===== src/rtl/nsa_pkg.sv =====
// rtl/nsa_pkg.sv - shared state encoding and nibble width for the nibble serial adder
package nsa_pkg;

    localparam int NIB_W = 4;

    typedef enum logic [1:0] {
        IDLE = 2'd0,
        RUN  = 2'd1,
        DONE = 2'd2
    } nsa_state_e;

endpackage


===== src/rtl/nibble_csa_slice.sv =====
// rtl/nibble_csa_slice.sv - 4-bit carry-select adder slice, also exposes carry into bit 3
module nibble_csa_slice
    import nsa_pkg::*;
(
    input  logic [NIB_W-1:0] a,
    input  logic [NIB_W-1:0] b,
    input  logic             cin,
    output logic [NIB_W-1:0] sum,
    output logic             cout,
    output logic             c3
);

    logic [2:0] lo;
    logic [2:0] hi0;
    logic [2:0] hi1;
    logic       sel;

    // Low pair ripples from cin; the high pair is precomputed for both carries and selected.
    assign lo  = {1'b0, a[1:0]} + {1'b0, b[1:0]} + {2'b00, cin};
    assign hi0 = {1'b0, a[3:2]} + {1'b0, b[3:2]};
    assign hi1 = {1'b0, a[3:2]} + {1'b0, b[3:2]} + 3'd1;
    assign sel = lo[2];

    assign sum  = sel ? {hi1[1:0], lo[1:0]} : {hi0[1:0], lo[1:0]};
    assign cout = sel ? hi1[2] : hi0[2];
    assign c3   = sel ? (a[2] | b[2]) : (a[2] & b[2]);

endmodule


===== src/rtl/nibble_serial_adder.sv =====
// rtl/nibble_serial_adder.sv - WIDTH-bit adder computing one nibble per clock through a single slice
module nibble_serial_adder
    import nsa_pkg::*;
#(
    parameter int WIDTH = 16,
    parameter int NIB   = WIDTH / 4
) (
    input  logic             clk,
    input  logic             reset,
    input  logic             in_valid,
    output logic             in_ready,
    input  logic [WIDTH-1:0] a,
    input  logic [WIDTH-1:0] b,
    input  logic             cin,
    output logic             out_valid,
    input  logic             out_ready,
    output logic [WIDTH-1:0] sum,
    output logic             cout,
    output logic             ovf
);

    localparam int              IDX_W    = (NIB > 1) ? $clog2(NIB) : 1;
    localparam logic [IDX_W-1:0] LAST_IDX = IDX_W'(NIB - 1);

    nsa_state_e       state, state_n;
    logic [WIDTH-1:0] a_q, b_q;
    logic             carry_q;
    logic [IDX_W-1:0] idx;
    logic             accept;
    logic             last;

    logic [NIB_W-1:0] s_a, s_b, s_sum;
    logic             s_cout, s_c3;

    assign s_a = a_q[idx*NIB_W +: NIB_W];
    assign s_b = b_q[idx*NIB_W +: NIB_W];

    nibble_csa_slice u_slice (
        .a    (s_a),
        .b    (s_b),
        .cin  (carry_q),
        .sum  (s_sum),
        .cout (s_cout),
        .c3   (s_c3)
    );

    always_ff @(posedge clk) begin
        if (reset) state <= IDLE;
        else       state <= state_n;
    end

    always_comb begin
        state_n   = state;
        in_ready  = 1'b0;
        out_valid = 1'b0;
        accept    = 1'b0;
        last      = 1'b0;
        case (state)
            IDLE: begin
                in_ready = 1'b1;
                if (in_valid) begin
                    accept  = 1'b1;
                    state_n = RUN;
                end
            end
            RUN: begin
                if (idx == LAST_IDX) begin
                    last    = 1'b1;
                    state_n = DONE;
                end
            end
            DONE: begin
                out_valid = 1'b1;
                if (out_ready) state_n = IDLE;
            end
            default: state_n = IDLE;
        endcase
    end

    // Result registers only change in RUN, so they hold steady through DONE.
    always_ff @(posedge clk) begin
        if (reset) begin
            a_q     <= '0;
            b_q     <= '0;
            carry_q <= 1'b0;
            idx     <= '0;
            sum     <= '0;
            cout    <= 1'b0;
            ovf     <= 1'b0;
        end else if (accept) begin
            a_q     <= a;
            b_q     <= b;
            carry_q <= cin;
            idx     <= '0;
        end else if (state == RUN) begin
            sum[idx*NIB_W +: NIB_W] <= s_sum;
            carry_q                 <= s_cout;
            if (last) begin
                idx  <= '0;
                cout <= s_cout;
                ovf  <= s_c3 ^ s_cout;
            end else begin
                idx <= idx + 1'b1;
            end
        end
    end

endmodule


===== config.mk =====
export PLATFORM = sky130hd
export DESIGN_NAME = nibble_serial_adder
export DESIGN_NICKNAME = d
export VERILOG_FILES = /design/src/rtl/nsa_pkg.sv /design/src/rtl/nibble_csa_slice.sv /design/src/rtl/nibble_serial_adder.sv
export SDC_FILE = /design/constraint.sdc
export NUM_CORES = 1
export LEC_CHECK = 0
export BUFFER_PORTS_ARGS = -buffer_cell sky130_fd_sc_hd__buf_2
export CAP_MARGIN = 10
export CORE_AREA = 2 2 65 82
export DETAILED_ROUTE_END_ITERATION = 10
export DIE_AREA = 0 0 67 84
export PLACE_DENSITY = 0.75
export SKIP_LAST_GASP = 1
export SYNTH_ARGS = -nofsm -noshare
export SYNTH_HDL_FRONTEND = slang
export SYNTH_HIERARCHICAL = 1
export SYNTH_SLANG_ARGS = --single-unit

===== constraint.sdc =====
create_clock -name clk -period 3.82 [get_ports clk]
set_input_delay 0.191 -clock clk [delete_from_list [all_inputs] [get_ports clk]]
set_output_delay 0.191 -clock clk [all_outputs]
set_load 0.03 [all_outputs]

# == Yosys cells after proc, flatten, opt, wreduce, memory -nomap -nowiden ==
# Cells that the tools add are included.
# totals
ff_bits,55
latch_bits,0
ram_bits,0
rom_bits,0
inputBits,37
word_cells,51
n_memories,0
# op_classes
n_addsub,6
mul,0
n_div,0
order_cmp,0
eq_ne,6
n_shift,4
n_mux,17
n_bitwise,4
reduce_logical,6
# ops
operator,n
$neg 4->34,1
$shift 4x34->16 const A,1
$shiftx 4x34->16,1
$shiftx 16x5->4,2
$bwmux 16,1
$mux 1,10
$mux 2,4
$add 2x2->3,2
$ne 2x2->1 const B,3
$pmux 2 s3,1
$reduce_and 3->1,2
$eq 2x2->1 const B,2
$mux 4,1
$add 3x1->3,1
$add 3x1->3 const B,1
$add 2x1->2 const B,1
$eq 2x1->1 const B,1
$logic_not 2->1,1
$reduce_and 2->1,1
$reduce_bool 2->1,1
$reduce_or 2->1,1
$and 1x1->1,1
$not 1->1,1
$or 1x1->1,1
$xor 1x1->1,1

# == Longest topological paths before layout ==
# depth
word_depth,6
mapped_depth,10
ltp_nobuf,9

# == Cells and area by module ==
# The synthesis kept the hierarchy.
# by_module_without_submodules
mod,instances,cells_each,area_per_inst_um2,seq_area_each_um2
nibble_serial_adder,1,263,2316.0,1101.1
nibble_csa_slice,1,19,173.9,0.0

# == Worst setup path after synthesis ==
# Ideal clock, no wire load.
# synth_timing
path_type,register to register
from,register idx[0]
to,register carry_q
setup_time_ps,91
t_arrival_ps,2703
path_slack_ps,1026
stages_incl_launch_ff,10
path_cell_list,dfxtp_1 -> buf_2 -> mux4_2 -> ha_1 -> fa_1 -> ha_1 -> nand2_1 -> xnor2_1 -> nand2_1 -> a311oi_1
# synth_via
elab_chain_cells,6
word_cells_on_any_way,9
# synth_rtl
element,line_no,source
start: declaration,nibble_serial_adder.sv:28,logic [IDX_W-1:0] idx;
start signal: assignment,nibble_serial_adder.sv:103,idx <= idx + 1'b1;
$shiftx 16x5->4 *,nibble_serial_adder.sv:35,assign s_a = a_q[idx*NIB_W +: NIB_W];
named net s_a[2],nibble_serial_adder.sv:32,"logic [NIB_W-1:0] s_a, s_b, s_sum;"
$add 2x2->3 *,"nibble_csa_slice.sv:20, nibble_csa_slice.sv:21",
$add 3x1->3,nibble_csa_slice.sv:21,"assign hi1 = {1'b0, a[3:2]} + {1'b0, b[3:2]} + 3'd1;"
$mux 1 *,nibble_csa_slice.sv:25,assign cout = sel ? hi1[2] : hi0[2];
named net s_cout,nibble_serial_adder.sv:33,"logic s_cout, s_c3;"
$mux 1 *,nibble_serial_adder.sv:95,end else if (state == RUN) begin
$mux 1 *,nibble_serial_adder.sv:90,end else if (accept) begin
end signal: assignment,nibble_serial_adder.sv:93,carry_q <= cin;
end signal: assignment,nibble_serial_adder.sv:97,carry_q <= s_cout;
end: declaration,nibble_serial_adder.sv:27,logic carry_q;
# The timed path passes the listed nets; every way through them passes the cells marked *. The select of a mux whose other input is x is not followed.
# A chain may end at the register's enable or synchronous reset.

# == Worst setup path in the final report ==
# Ends and elaborated chain as after synthesis.

==> metrics.yaml <==
setup_path:
  crit_fanout: 10
  crit_chain: "buf_4 -> mux4_2 -> fa_1 -> ha_1 -> nand2_1 -> xnor2_1 -> nand2_1 -> a311oi_1"
  crit_type: "reg -> reg"
  arrival_ps: 3110
  required_ps: 4030
  path_common_cell: "nand2_1"
  path_delay_family: "adder cells"
  slowest_stage: "dfxtp_1"
  worst-path-buf-inv: 1
  end_kind: "flip-flop"
  crit_path_start_kind: "flip-flop"
  slowest_delay_ps: 640
timing:
  slew_headroom: 0.325
  fin_skew_ps: 3.60
  rsz0062_at_grt: "no"
  max_freq_mhz: 345
  tightest_slew_ps: 1010
  setup_viol_count_final: 0
  hold_viol: 0
  final.setup.tns_ps: 0
  period_minus_slack_ps: 2900
  fin_crit_sh: 0.759
  drv_slew: 0
floorplanning:
  die_area_um2: 5630
  core_um2: 4930
  start_util: 0.505
  pin_count: 57
  die_h_um: 84
  rows: 29
  die_w_um: 67
yosys:
  yosys.area.top_type: "dfxtp_1"
  synth_warnings: 6
  synth_seq_area_share: 0.442
  synthDistinctLibCells: 35
  synth_flop_cell: "dfxtp_1"
  yosysTopAreaCellShare: 0.442
  synth_common_cells: "nand2_1, dfxtp_1, a21oi_1, inv_1"
  post_synth.cell_area_avg_um2: 8.83
  syn_inst: 282
  synth_area_um2: 2490
  synth_most_common_cell: "nand2_1"
  synth-edff-count: 0
  synth_area_leaders: "dfxtp_1, nand2_1, a21oi_1"
  async_flop_share: 0
  yosys_register_bits: 55
  synth_nets: 330
finish:
  drive_above_1_share: 0.233
  area_growth_pct: 15.9
  final-instance-count-excl-fill: 392
  final_nets: 378
  insertedDiodeCount: 0
power_and_ir_drop:
  irDropWorstVdd_v: 0.000276
  p_leak_nw: 1.18
  power.density_nw_per_um2: 379
route:
  remaining_drc_errors: 0
  detail-route-antenna-nets: 0
  vias_per_cell: 5.21
  wl_mm: 4.95
  wl_per_cell_um: 12.6
  initialDrtViolationCount: 114
  drt-pass1-iter-count: 4
  vias: 2043
clocking:
  post_cts_buffers: 0
  hold_buffers: 0
  cts_root_buf: "clkbuf_8"
  cts_max_path_buffers: 2
  cts_made_buffers: 5
  cts.sinks: 55
  clk_latency_ps: 300
  cts_resized: 0
  cts_tree: "yes"
  h-tree-depth: 2
  cts.clk_slew.worst_paths_ps: 90
placement:
  dpl.cell_count: 384
  dp_hpwl_mm: 3.65
  gp_congestion: 0.800
  portBuffers: 56
global_route:
  antenna_found_initial: 0
  grt_max_degree: 60
  grt_pass1_wl_mm: 8.44
  grt.overflow.total: 0
  grt_pass1_vias: 1849
  grt_usage: 0.190
job:
  cap_violations: 0
min_path:
  hp-class: "in -> reg"
outcome:
  status: "complete, no violations"
[tightest hold or removal path, stage by stage]
cell and delay (ps):
buf_2 90, nand2_1 40, a21oi_1 50
[layout make-up]
class,instances,area [um2]
clock inverters,1,5.00
multi-input cells,190,1240
inverters,19,71.3
flip-flops and latches,55,1100
fillers,487,2050
clock buffers,6,82.6
well taps,62,77.6
repair buffers,59,310
[cells in the final DEF (no fill, tap or decap), drive strengths merged, types with 2 or more instances in the layout]
master / count
a211oi: 2
a21oi: 42
and3b: 3
buf: 59
clkbuf: 6
dfxtp: 55
fa: 3
ha: 8
inv: 19
mux2i: 2
mux4: 8
nand2: 76
nand2b: 5
nand3: 4
nand3b: 2
nand4: 4
nor2: 6
nor2b: 2
nor3b: 2
o32ai: 8
xnor2: 2
[routing by layer]
| layer | global-route usage | wire (um) | vias up |
|---|---|---|---|
| met5 | 0 | 0 | - |
| li1 | - | - | 1047 |
| met4 | 0.0390 | 35 | 0 |
| met2 | 0.319 | 2520 | 38 |
| met3 | 0.0391 | 189 | 4 |
| met1 | 0.249 | 2200 | 954 |
[path summary, 6_finish.rpt]
kind / slack, ps / cells after the start / to / startpoint
max reg2reg: 920 / 8 / carry_q / idx[0]
max: 920 / 8 / carry_q / idx[0]
min reg2reg: 450 / 2 / sum[8] / sum[8]
min: 120 / 3 / a_q[9] / a[9]
[cell families after synthesis]
kind of cell	Yosys count	synth area share
simple gates	111	0.209
fa+ha+maj	11	0.0643
flops	55	0.442
compound gates	54	0.125
xor+xnor	3	0.0106
mux	11	0.0864
buf+inv	37	0.0628
[per-stage QoR]
| step | instance area, um2 | setup slack, ps | hold slack, ps | utilization | power, mW |
|---|---|---|---|---|---|
| after global placement | 2780 | 986 | 433 | 0.564 | 0.785 |
| after floorplan | 2490 | 1030 | 327 | - | 0.739 |
| after detailed placement | 2780 | 870 | 437 | 0.564 | 0.789 |
| after global routing | 2890 | 655 | 113 | 0.585 | 1.15 |
| final | 2890 | 922 | 118 | 0.585 | 1.09 |
| after CTS | 2870 | 884 | 112 | 0.582 | 1.10 |
[sequential cells by signal (all words and copies together), names as in the netlist]
register / flops
a_q: 16
b_q: 16
sum: 16
idx: 2
state: 2
carry_q: 1
cout: 1
ovf: 1
[power breakdown]
part / leakage [nW] / total [mW] / internal [mW] / switching, mW
logic: 0.683 / 0.160 / 0.0691 / 0.0913
clock network: 0.0470 / 0.317 / 0.143 / 0.175
registers: 0.449 / 0.617 / 0.599 / 0.0184
total: 1.18 / 1.09 / 0.810 / 0.284
Power figures use the tool's default switching activity.
